File: src/rtl/wisc_pkg.sv
// Shared fetch-stage definitions: instruction width, HLT opcode, fetch FSM states.
package wisc_pkg;

    localparam int         INSTR_W = 16;
    localparam logic [3:0] OP_HLT  = 4'hF;

    typedef enum logic [1:0] {
        ISSUE,
        WAIT,
        HOLD,
        HALTED
    } fetch_state_t;

    // True when the word carries the halt opcode in its top nibble.
    function automatic logic is_hlt(input logic [INSTR_W-1:0] word);
        return word[INSTR_W-1 -: 4] == OP_HLT;
    endfunction

endpackage

File: src/rtl/if_id_reg.sv
// IF/ID pipeline register: instruction, fetch address + 2 and valid bit.
// Update priority is flush > stall > load > bubble.
module if_id_reg
    import wisc_pkg::*;
#(
    parameter logic [INSTR_W-1:0] NOP_INSTR = 16'h0000
) (
    input  logic               clk,
    input  logic               rst,
    input  logic               flush,
    input  logic               stall,
    input  logic               load,
    input  logic [INSTR_W-1:0] load_instr,
    input  logic [15:0]        load_pc_plus2,
    output logic [INSTR_W-1:0] id_instr,
    output logic [15:0]        id_pc_plus2,
    output logic               id_valid
);

    // Flush bubbles, stall holds, otherwise take the new word or fall back to a bubble.
    always_ff @(posedge clk or negedge rst) begin
        if (!rst) begin
            id_instr    <= NOP_INSTR;
            id_pc_plus2 <= '0;
            id_valid    <= 1'b0;
        end else if (flush) begin
            id_instr <= NOP_INSTR;
            id_valid <= 1'b0;
        end else if (!stall) begin
            if (load) begin
                id_instr    <= load_instr;
                id_pc_plus2 <= load_pc_plus2;
                id_valid    <= 1'b1;
            end else begin
                id_instr <= NOP_INSTR;
                id_valid <= 1'b0;
            end
        end
    end

endmodule

File: src/rtl/if_id_stage.sv
// Fetch stage: one outstanding request to a multi-cycle instruction memory,
// one-entry skid buffer for responses that land while decode is stalled,
// and a drop flag so a branch flush discards the wrong-path word.
// Optional feature: define IF_ID_HALT_EN to stop fetching after an HLT is loaded.
module if_id_stage
    import wisc_pkg::*;
#(
    parameter logic [INSTR_W-1:0] NOP_INSTR = 16'h0000
) (
    input  logic               clk,
    input  logic               rst,
    input  logic [15:0]        pc_addr,
    output logic               pc_stall,
    output logic               imem_req,
    output logic [15:0]        imem_addr,
    input  logic [INSTR_W-1:0] imem_rdata,
    input  logic               imem_valid,
    input  logic               stall,
    input  logic               flush,
    output logic [INSTR_W-1:0] id_instr,
    output logic [15:0]        id_pc_plus2,
    output logic               id_valid,
    output logic               halt
);

    fetch_state_t       state, state_next;
    logic               run;        // low for the first cycle after reset so req starts a cycle late
    logic               drop;       // in-flight fetch is wrong-path
    logic [INSTR_W-1:0] skid_instr;
    logic [15:0]        skid_pc_plus2;
    logic               load;
    logic [INSTR_W-1:0] load_instr;
    logic [15:0]        load_pc_plus2;
    logic [15:0]        req_pc_plus2;

    assign req_pc_plus2 = imem_addr + 16'd2;   // wraps FFFE -> 0000

    // State register.
    always_ff @(posedge clk or negedge rst) begin
        if (!rst) state <= ISSUE;
        else      state <= state_next;
    end

    // Next state, plus which word (fresh response or skid) goes into IF/ID.
    always_comb begin
        state_next    = state;
        load          = 1'b0;
        load_instr    = imem_rdata;
        load_pc_plus2 = req_pc_plus2;
        case (state)
            ISSUE: begin
                if (run) state_next = WAIT;
            end
            WAIT: begin
                if (imem_valid) begin
                    if (drop || flush) begin
                        state_next = ISSUE;
                    end else if (!stall) begin
                        load       = 1'b1;
                        state_next = ISSUE;
                    end else begin
                        state_next = HOLD;
                    end
                end
            end
            HOLD: begin
                load_instr    = skid_instr;
                load_pc_plus2 = skid_pc_plus2;
                if (flush) begin
                    state_next = ISSUE;
                end else if (!stall) begin
                    load       = 1'b1;
                    state_next = ISSUE;
                end
            end
            default: state_next = state;
        endcase
`ifdef IF_ID_HALT_EN
        if (load && is_hlt(load_instr)) state_next = HALTED;
`endif
    end

    // Outputs: request only from ISSUE; PC advances only on a consumed instruction.
    always_comb begin
        imem_req = (state == ISSUE) && run;
        pc_stall = !load;
    end

    // Request address, drop flag and skid buffer.
    always_ff @(posedge clk or negedge rst) begin
        if (!rst) begin
            run           <= 1'b0;
            imem_addr     <= '0;
            drop          <= 1'b0;
            skid_instr    <= NOP_INSTR;
            skid_pc_plus2 <= '0;
        end else begin
            run <= 1'b1;
            if (state == ISSUE && run) begin
                imem_addr <= pc_addr;
                drop      <= flush;
            end else if (state == WAIT && !imem_valid) begin
                drop <= drop | flush;
            end
            if (state == WAIT && imem_valid && !(drop || flush) && stall) begin
                skid_instr    <= imem_rdata;
                skid_pc_plus2 <= req_pc_plus2;
            end
        end
    end

`ifdef IF_ID_HALT_EN
    // Halt flag rises on the same edge the HLT word lands in IF/ID.
    always_ff @(posedge clk or negedge rst) begin
        if (!rst)                               halt <= 1'b0;
        else if (load && is_hlt(load_instr))    halt <= 1'b1;
    end
`else
    assign halt = 1'b0;
`endif

    if_id_reg #(.NOP_INSTR(NOP_INSTR)) u_if_id_reg (
        .clk           (clk),
        .rst           (rst),
        .flush         (flush),
        .stall         (stall),
        .load          (load),
        .load_instr    (load_instr),
        .load_pc_plus2 (load_pc_plus2),
        .id_instr      (id_instr),
        .id_pc_plus2   (id_pc_plus2),
        .id_valid      (id_valid)
    );

endmodule

File: config.mk
export PLATFORM = sky130hd
export DESIGN_NAME = if_id_stage
export DESIGN_NICKNAME = d
export VERILOG_FILES = /design/src/rtl/wisc_pkg.sv /design/src/rtl/if_id_reg.sv /design/src/rtl/if_id_stage.sv
export SDC_FILE = /design/constraint.sdc
export NUM_CORES = 1
export LEC_CHECK = 0
export BUFFER_PORTS_ARGS = -buffer_cell sky130_fd_sc_hd__buf_2
export CAP_MARGIN = 20
export CORE_MARGIN = 4
export CORE_UTILIZATION = 52
export CTS_BUF_LIST = sky130_fd_sc_hd__clkbuf_4
export CTS_CLUSTER_DIAMETER = 150
export DETAILED_ROUTE_END_ITERATION = 16
export PLACE_DENSITY = 0.78
export SLEW_MARGIN = 20
export SYNTH_ARGS = -nofsm -noshare
export SYNTH_HDL_FRONTEND = slang
export SYNTH_SLANG_ARGS = --single-unit
File: constraint.sdc
create_clock -name clk -period 3.1 [get_ports clk]
set_input_delay 0.31 -clock clk [delete_from_list [all_inputs] [get_ports clk]]
set_output_delay 0.31 -clock clk [all_outputs]
set_load 0.005 [all_outputs]
==> out/metrics.csv, run 1 <==
stage,metric,value,unit
outcome,outcome,finished clean,
floorplan,Initial Util,54.5,%
floorplan,Rows,30,
floorplan,Ports,89,
route,DR vias/cell,5.29,
cells_and_area,diodes inserted,0,
setup_path,crit-path cells,inv_1 -> ha_1 -> nor3b_2 -> o21ai_2 -> buf_2,
floorplan,die height,93.3,µm
global_route,vias in the first global route,2784,
synthesis,mean post-synth cell area,11.2,µm²
setup_path,CP max FO,28,
clock_tree,CTS Buffer Depth,2,
clock_tree,Clock Latency Late Sink,430,ps
sta,RSZ-0062 raised after global routing,false,
synthesis,asr flop ratio synth,100,%
route,drt drc,0,
sta,fin crit period,2750,ps
cells_and_area,"Core Util, Final",64.3,%
global_route,antenna violations before repair,0,
setup_path,CP Class,register to output pin,
clock_tree,setup bufs post-CTS,0,
clock_tree,post-CTS resize count,0,
route,initial DRC count,138,
floorplan,Placeable Area,0.00694,mm²
synthesis,largest cells by area after synthesis,"dfrtp_1 (56%), mux2_2 (9.8%), mux2i_1 (5.6%), o21ai_0 (5.3%), nand2_1 (4.5%)",
pwr,Leak,0.00215,µW
placement,Post-DP HPWL,5720,µm
synthesis,Netlist Area Pre-Place,0.00378,mm²
placement,gp weighted congestion,0.787,
synthesis,synthesized flop and latch total,85,
sta,Tightest Pin Transition,1080,ps
sta,f_max,363,MHz
route,Pre-antenna DRT Iters,4,
cells_and_area,layout cells sized above 1,35.0,%
synthesis,register area share after synthesis,56.3,%
synthesis,Synth Warn #,0,
hold_path,hold crit path type,input port to register,
pwr,Gate power share,32.1,%
placement,DP Area,0.00430,mm²
pwr,Pint,2430,µW
sta,final hold vios,0,
clock_tree,Post-CTS Hold Buffers,0,
cells_and_area,design area,0.00447,mm²
synthesis,most area-hungry cell type in the Yosys netlist,dfrtp_1,
global_route,largest net degree at the start of global routing,86,
setup_path,CP peak stage delay,480,ps
global_route,first-pass GRT wire length,13400,µm
pwr,Peak VDD IR,0.447,mV
sta,Slew headroom,28.3,%
synthesis,Synth Instances,337,
setup_path,Worst EP arrival,2440,ps
sta,Hold Slack,89.9,ps
route,Detail Route Antenna Nets,0,
route,Total Wirelength,8070,µm
clock_tree,CTS sink cnt,85,
pwr,Clk pwr share,17.9,%
pwr,Sw Pwr,1360,µW
setup_path,Startpoint Class,register,
sta,Final setup viols,0,
setup_path,WP data required,2790,ps
clock_tree,CTS Buf Count,9,
pwr,net switching fraction of the power,35.9,%
global_route,GRT overflow,0,
pwr,sequential power share,50.0,%
synthesis,top-count cell post-synth,dfrtp_1,
setup_path,"Max stage delay cell, worst path",nor3b_2,
clock_tree,Worst-path clk slew,150,ps
cells_and_area,Layout Nets,465,
synthesis,Syn Nets,379,
global_route,gr usage total,19.4,%
synthesis,Commonest cells post-synth,"dfrtp_1 (85), nand2_1 (45), o21ai_0 (40), mux2_2 (33), mux2i_1 (21)",
floorplan,die width,93.3,µm
route,via count,2774,
clock_tree,Root Driver,clkbuf_4,
clock_tree,H-Tree Depth,3,
clock_tree,CTS tree,yes,
cells_and_area,Layout Area Growth over Synthesis,18.1,%
placement,# port buffers,87,
synthesis,Synth top area share,56.3,%
sta,Tcrit/Tclk final,88.7,%
synthesis,Post-synth EDFFs,0,
run,Max-Cap Viols,0,
floorplan,die area,0.00870,mm²
synthesis,top_reg_cell synth,dfrtp_1,
synthesis,post-synthesis cell type count,37,
route,Avg WL per Cell,15.4,µm
sta,Fin Clk Skew,21.7,ps
sta,Pins Over Slew Limit,0,
sta,sum of negative setup slack,0,ps
pwr,P per Cell Area,847,mW/mm²
setup_path,Worst Setup End Kind,output pin,
pwr,Pwr Total,3780,µW
-- routing by layer --
layer	track usage, %	share of wire [%]
met1	27.2	48
met2	29.9	46
met3	3.78	5.0
met4	7.33	1.1
met5	0	0
-- worst max-delay path, delay by kind of cell (launching register included) --
kind | cells | cell delay, ps
buffers and inverters | 2 | 350
DFF | 1 | 410
and+or+nand+nor | 1 | 480
adders and majority gates | 1 | 320
AOI/OAI and AO/OA | 1 | 450
-- sequential cells by signal, summed over array words and instances (netlist names) --
register and flops:
run 1, u_if_id_reg.id_valid 1, drop 1, imem_addr 16, state 2, skid_pc_plus2 16
u_if_id_reg.id_pc_plus2 16, skid_instr 16, u_if_id_reg.id_instr 16
-- final timing paths --
| path | slack [ps] | cells after the start | endpoint | start |
|---|---|---|---|---|
| hold reg to reg | 490 | 2 | u_if_id_reg.id_instr[2]$_DFFE_PN0P_ | u_if_id_reg.id_instr[2]$_DFFE_PN0P_ |
| setup / recovery | 350 | 5 | pc_stall | state[0]$_DFFE_PN0P_ |
| hold / removal | 90 | 3 | imem_addr[13]$_DFFE_PN0P_ | pc_addr[13] |
| setup reg to reg | 740 | 6 | u_if_id_reg.id_instr[13]$_DFFE_PN0P_ | state[0]$_DFFE_PN0P_ |
| max in group asynchronous | 2090 | 2 | u_if_id_reg.id_instr[0]$_DFFE_PN0P_ | rst |
| min in group asynchronous | 450 | 2 | u_if_id_reg.id_instr[6]$_DFFE_PN0P_ | rst |
-- final cells by class --
class,count,area (µm²)
Tap cell,96,120
Inverter,12,45.0
Sequential cell,85,2130
Timing Repair Buffer,92,482
Fill cell,569,2480
Clock buffer,9,67.6
Multi-Input combinational cell,223,1540
Clock inverter,7,85.1
-- through the flow --
| stage | std cells | setup slack [ps] |
|---|---|---|
| 2_1_floorplan | 337 | 1370 |
| 3_3_place_gp | 507 | 886 |
| 3_5_place_dp | 507 | 766 |
| 4_1_cts | 523 | 330 |
| 5_1_grt | 524 | 181 |
| 6_report | 524 | 349 |
-- power groups by stage --
stage | Combinational, µW | Clock [µW] | Sequential (µW)
final | 1210 | 678 | 1890
after CTS | 1230 | 696 | 1890
after detailed placement | 1220 | 0 | 1910
after global routing | 1370 | 748 | 1950
after global placement | 1180 | 0 | 1880
after floorplan | 774 | 0 | 1840
-- cell families after synthesis --
group / count (synthesis) / share of synthesized area, %
buffers and inverters: 29 / 3.21
DFF: 85 / 56.3
xor gates and xnor gates: 9 / 2.08
AOI/OAI and AO/OA: 66 / 9.83
and+or+nand+nor: 87 / 11.4
other: 2 / 0.199
muxes: 54 / 15.4
adders and majority gates: 5 / 1.65
-- placed cells by master, fill, tap and decap left out, types with 7 or more instances in the layout --
master	count
dfrtp_1	85
mux2i_1	21
mux2_2	33
a21oi_1	12
o21ai_0	40
nand2_1	45
buf_2	86
xnor2_1	7
inv_1	12
clkbuf_4	9
nor3_1	10
No activity file was read; power rests on OpenSTA's default activity.
==> run 2, diff against run 1 <==
--- a/config.mk
+++ b/config.mk
@@ -7,12 +7,14 @@
 export LEC_CHECK = 0
 export BUFFER_PORTS_ARGS = -buffer_cell sky130_fd_sc_hd__buf_2
 export CAP_MARGIN = 20
+export CELL_PAD_IN_SITES_DETAIL_PLACEMENT = 1
+export CELL_PAD_IN_SITES_GLOBAL_PLACEMENT = 2
 export CORE_MARGIN = 4
-export CORE_UTILIZATION = 52
+export CORE_UTILIZATION = 38
 export CTS_BUF_LIST = sky130_fd_sc_hd__clkbuf_4
 export CTS_CLUSTER_DIAMETER = 150
 export DETAILED_ROUTE_END_ITERATION = 16
-export PLACE_DENSITY = 0.78
+export PLACE_DENSITY_LB_ADDON = 0.1
 export SLEW_MARGIN = 20
 export SYNTH_ARGS = -nofsm -noshare
 export SYNTH_HDL_FRONTEND = slang
==> out/metrics.csv, run 2 (synthesis gave the netlist of run 1 again) <==
stage,metric,value,unit
outcome,outcome,finished clean,
clock_tree,Clock Latency Late Sink,430,ps
setup_path,Worst Setup End Kind,output pin,
sta,Tcrit/Tclk final,87.8,%
sta,RSZ-0062 raised after global routing,false,
clock_tree,H-Tree Depth,3,
global_route,vias in the first global route,3020,
clock_tree,Root Driver,clkbuf_4,
setup_path,FF-to-FF setup slack,850,ps
floorplan,Ports,89,
placement,pre-CTS setup slack,815,ps
sta,Slew headroom,46.4,%
global_route,antenna violations before repair,0,
clock_tree,setup bufs post-CTS,0,
clock_tree,CTS Buffer Depth,2,
sta,Pins Over Slew Limit,0,
cells_and_area,"leading cell types in the layout, fill and taps excluded","buf_2 (86), dfrtp_1 (85), nand2_1 (45), o21ai_0 (40), mux2_2 (33)",
global_route,largest net degree at the start of global routing,86,
sta,final hold vios,0,
sta,f_max,367,MHz
global_route,first-pass GRT wire length,15600,µm
setup_path,capturing point of the worst reg2reg path,u_if_id_reg.id_pc_plus2[12]$_DFFE_PN0P_,
route,DR vias/cell,5.01,
placement,# port buffers,87,
sta,fin crit period,2720,ps
clock_tree,CTS sink cnt,85,
floorplan,Rows,36,
route,initial DRC count,73,
sta,Final setup viols,0,
cells_and_area,Layout Nets,467,
setup_path,CP max FO,13,
hold_path,Hold Crit Depth,3,
clock_tree,Worst-path clk slew,140,ps
clock_tree,CTS Buf Count,9,
global_route,GRT overflow,0,
setup_path,reg2reg start,state[1]$_DFFE_PN0P_,
setup_path,"Max stage delay cell, worst path",nor3b_2,
placement,DP Area,0.00436,mm²
pwr,Peak VDD IR,0.355,mV
route,Detail Route Antenna Nets,0,
cells_and_area,design area,0.00453,mm²
clock_tree,CTS tree,yes,
floorplan,Placeable Area,0.00973,mm²
cells_and_area,diodes inserted,0,
placement,Post-DP HPWL,6610,µm
hold_path,hold path endpoint,imem_addr[13]$_DFFE_PN0P_,
setup_path,CP peak stage delay,490,ps
setup_path,CP Class,register to output pin,
cells_and_area,"most common cell after layout, fill and taps aside",buf_2,
sta,Final Worst Setup Slack,378,ps
hold_path,hold crit path type,input port to register,
setup_path,R2R depth,7,
floorplan,die width,108,µm
floorplan,Initial Util,38.9,%
hold_path,hold path startpoint,pc_addr[13],
setup_path,Worst EP arrival,2410,ps
cells_and_area,Layout Area Growth over Synthesis,19.7,%
pwr,P per Cell Area,847,mW/mm²
pwr,Leak,0.00215,µW
run,Max-Cap Viols,0,
sta,sum of negative setup slack,0,ps
global_route,gr usage total,17.4,%
sta,Fin Clk Skew,14.3,ps
setup_path,crit-path cells,inv_1 -> ha_1 -> nor3b_2 -> o21ai_2 -> buf_4 -> buf_2,
setup_path,WP data required,2790,ps
placement,placed cells,546,
route,drt drc,0,
sta,Tightest Pin Transition,805,ps
floorplan,die area,0.0116,mm²
route,Total Wirelength,9390,µm
placement,gp weighted congestion,0.712,
route,Avg WL per Cell,16.7,µm
floorplan,die height,108,µm
cells_and_area,layout cells sized above 1,35.0,%
cells_and_area,Finished Layout Cells,562,
route,via count,2814,
setup_path,Startpoint Class,register,
route,Pre-antenna DRT Iters,4,
[run 2: cell types whose count changed in the layout (fill, tap and decap cells not counted)]
| cell | change |
|---|---|
| buf_4 | +2 |
| inv_8 | -1 |
| bufinv_16 | +1 |
| clkbuf_4 | +1 |
| inv_6 | -5 |
| clkinvlp_4 | +1 |
| clkinv_2 | +1 |
| clkinv_1 | +1 |
[run 2: how the worst max path moves through the flow]
stage | start | to | slack, ps | cells past startpoint
2_1_floorplan | state[0]$_DFFE_PN0P_ | u_if_id_reg.id_pc_plus2[11]$_DFFE_PN0P_ | 1370 | 7
6_report | state[1]$_DFFE_PN0P_ | pc_stall | 380 | 6
3_5_place_dp | state[0]$_DFFE_PN0P_ | pc_stall | 820 | 6
5_1_grt | state[0]$_DFFE_PN0P_ | pc_stall | 150 | 6
4_1_cts | state[1]$_DFFE_PN0P_ | pc_stall | 320 | 6
3_3_place_gp | state[0]$_DFFE_PN0P_ | pc_stall | 930 | 6
[run 2: per-layer routing]
metal	global-route usage, %	vias to the layer above	routed length [µm]
met5	0	-	0
met3	2.64	11	335
met1	24.1	1397	4560
li1	-	1349	-
met2	27.5	57	4340
met4	6.49	0	153
[run 2: per-stage QoR]
step / power [µW] / hold WS (ps) / utilization [%]
floorplan: 2620 / 14.4 / -
CTS: 3900 / 57.2 / 46.4
detailed placement: 3190 / 461 / 44.8
global route: 4160 / 59.3 / 46.5
global placement: 3130 / 455 / 44.8
finish: 3830 / 88.3 / 46.5
[run 2: report_power, final]
part | internal (µW) | switching, µW | total (µW) | leakage [µW]
Combinational | 633 | 612 | 1250 | 0.00100
Sequential | 1540 | 348 | 1880 | 0.00107
Clock | 328 | 375 | 703 | 0.0000799
[run 2: final cells by class]
type | instances | area, µm²
clock buffers | 10 | 75.1
clock inverters | 5 | 76.3
fillers | 1126 | 5200
inverters | 12 | 45.0
multi-input cells | 223 | 1540
flip-flops and latches | 85 | 2130
well taps | 133 | 166
repair buffers | 94 | 497
[run 2: timing repair]
| action | CTS | global route |
|---|---|---|
| hold buffers | 0 | 1 |
| gates resized for setup | 0 | 0 |
| endpoints found under the hold margin | 0 | 70 |
[run 2: worst max-delay path: cells and delay by family (launching register included)]
kind	cells	cell delay, ps
simple gates	1	490
fa+ha+maj	1	320
compound gates	1	290
flops	1	400
buf+inv	3	480
==> run 3, diff against run 2 <==
--- a/config.mk
+++ b/config.mk
@@ -10,9 +10,9 @@
 export CELL_PAD_IN_SITES_DETAIL_PLACEMENT = 1
 export CELL_PAD_IN_SITES_GLOBAL_PLACEMENT = 2
 export CORE_MARGIN = 4
-export CORE_UTILIZATION = 38
+export CORE_UTILIZATION = 35
 export CTS_BUF_LIST = sky130_fd_sc_hd__clkbuf_4
-export CTS_CLUSTER_DIAMETER = 150
+export CTS_CLUSTER_DIAMETER = 50
 export DETAILED_ROUTE_END_ITERATION = 16
 export PLACE_DENSITY_LB_ADDON = 0.1
 export SLEW_MARGIN = 20
==> constraint.sdc (replaced) <==
create_clock -name clk -period 2.9 [get_ports clk]
set_input_delay 0.29 -clock clk [delete_from_list [all_inputs] [get_ports clk]]
set_output_delay 0.29 -clock clk [all_outputs]
set_load 0.005 [all_outputs]
==> out/metrics.csv, run 3 (synthesis gave the netlist of run 1 again) <==
stage,metric,value,unit
outcome,outcome,finished clean,
cells_and_area,Layout Area Growth over Synthesis,19.7,%
route,Pre-antenna DRT Iters,4,
sta,Tcrit/Tclk final,89.9,%
setup_path,Startpoint Class,register,
setup_path,Worst Setup End Kind,output pin,
sta,Fin Clk Skew,18.8,ps
pwr,Sw Pwr,1430,µW
cells_and_area,"leading cell types in the layout, fill and taps excluded","buf_2 (86), dfrtp_1 (85), nand2_1 (45), o21ai_0 (40), mux2_2 (33)",
setup_path,R2R depth,6,
clock_tree,Worst-path clk slew,140,ps
pwr,Gate power share,33.5,%
route,Total Wirelength,9560,µm
placement,# port buffers,87,
floorplan,die width,112,µm
global_route,met3 usage,2.72,%
clock_tree,H-Tree Depth,3,
global_route,met2 Track Usage GR,24.5,%
setup_path,reg2reg start,state[0]$_DFFE_PN0P_,
route,Avg WL per Cell,16.9,µm
pwr,P per Cell Area,885,mW/mm²
global_route,antenna violations before repair,0,
sta,fin crit period,2610,ps
hold_path,hold crit path type,input port to register,
sta,Final setup viols,0,
floorplan,Placeable Area,0.0104,mm²
sta,Final Worst Setup Slack,294,ps
global_route,vias in the first global route,3034,
cells_and_area,Layout Nets,468,
floorplan,die height,112,µm
cells_and_area,footprint of the multi-input gates,0.00156,mm²
sta,sum of negative setup slack,0,ps
pwr,Pint,2580,µW
sta,RSZ-0062 raised after global routing,false,
pwr,Clk pwr share,16.3,%
sta,Pins Over Slew Limit,0,
route,DR vias/cell,4.98,
route,drt drc,0,
hold_path,hold path startpoint,pc_addr[5],
pwr,sequential power share,50.2,%
cells_and_area,Finished Layout Cells,565,
floorplan,die area,0.0125,mm²
clock_tree,CTS tree,yes,
global_route,first-pass GRT wire length,15500,µm
clock_tree,setup bufs post-CTS,0,
setup_path,capturing point of the worst reg2reg path,u_if_id_reg.id_pc_plus2[11]$_DFFE_PN0P_,
hold_path,hold path endpoint,imem_addr[5]$_DFFE_PN0P_,
floorplan,Rows,37,
route,Detail Route Antenna Nets,0,
clock_tree,CTS sink cnt,85,
floorplan,Ports,89,
global_route,busiest grt layer,met2,
sta,f_max,384,MHz
sta,Slew headroom,41.6,%
global_route,largest net degree at the start of global routing,86,
sta,final hold vios,0,
cells_and_area,layout cells sized above 1,34.5,%
sta,Tightest Pin Transition,876,ps
global_route,GR Layer Usage met1,20.8,%
pwr,Peak VDD IR,0.328,mV
placement,Post-DP HPWL,6460,µm
cells_and_area,diodes inserted,0,
route,initial DRC count,81,
setup_path,FF-to-FF setup slack,780,ps
route,via count,2813,
setup_path,Worst EP arrival,2320,ps
floorplan,Initial Util,36.3,%
placement,placed cells,549,
global_route,gr usage total,15.4,%
run,Max-Cap Viols,0,
cells_and_area,"most common cell after layout, fill and taps aside",buf_2,
setup_path,CP Class,register to output pin,
cells_and_area,register area,0.00213,mm²
setup_path,CP max FO,22,
cells_and_area,fillers,1197,
global_route,GRT overflow,0,
clock_tree,CTS Buf Count,9,
pwr,Leak,0.00214,µW
pwr,net switching fraction of the power,35.6,%
setup_path,WP data required,2610,ps
clock_tree,CTS Buffer Depth,2,
clock_tree,Clock Latency Late Sink,440,ps
placement,pre-CTS setup slack,608,ps
placement,gp weighted congestion,0.734,
clock_tree,Root Driver,clkbuf_4,
hold_path,Hold Crit Depth,3,
run 3: final cells by class:
type	count	share of cell area [%]
clock buffers	10	1.66
clock inverters	4	0.912
inverters	12	0.995
multi-input cells	224	34.5
flip-flops and latches	85	47.0
well taps	136	3.76
repair buffers	94	11.2
run 3: what timing repair did:
item | 4_1_cts | 5_1_grt
hold buffers | 1 | 0
gates resized for setup | 0 | 1
hold endpoints to repair | 85 | 0
endpoints found under the setup margin | 0 | 1
run 3: stage by stage:
stage                     hold WS (ps)  util, %  total power, µW  cell area [µm²]
after floorplan                  -5.59        -             2800             3780
after global placement             368     42.1             3330             4390
after detailed placement           373     42.1             3400             4390
after CTS                         23.4     43.3             4060             4510
after global routing              40.9     43.5             4330             4530
final                             49.3     43.5             4010             4530
run 3: how the worst max path moves through the flow:
stage,from,end,depth (start not counted)
6_report,state[0]$_DFFE_PN0P_,pc_stall,5
5_1_grt,state[0]$_DFFE_PN0P_,pc_stall,5
4_1_cts,state[0]$_DFFE_PN0P_,pc_stall,5
3_5_place_dp,state[0]$_DFFE_PN0P_,pc_stall,5
3_3_place_gp,state[0]$_DFFE_PN0P_,pc_stall,5
2_1_floorplan,state[0]$_DFFE_PN0P_,u_if_id_reg.id_pc_plus2[11]$_DFFE_PN0P_,7
run 3: power groups by stage:
stage | combinational (µW) | sequential [µW] | clock (µW)
floorplan | 827 | 1970 | 0
global placement | 1310 | 2020 | 0
detailed placement | 1360 | 2040 | 0
CTS | 1370 | 2020 | 678
global route | 1520 | 2080 | 730
finish | 1340 | 2010 | 652
run 3: worst max-delay path: stages (launching register included):
cell,delay [ps]
dfrtp_1,410
inv_1,100
ha_1,340
nor3b_4,480
o21ai_4,310
buf_2,220
run 3: layer usage:
metal / up-vias / wire [µm]
met2: 56 / 4430
met1: 1398 / 4600
met4: 0 / 174
li1: 1348 / -
met3: 11 / 356
met5: - / 0
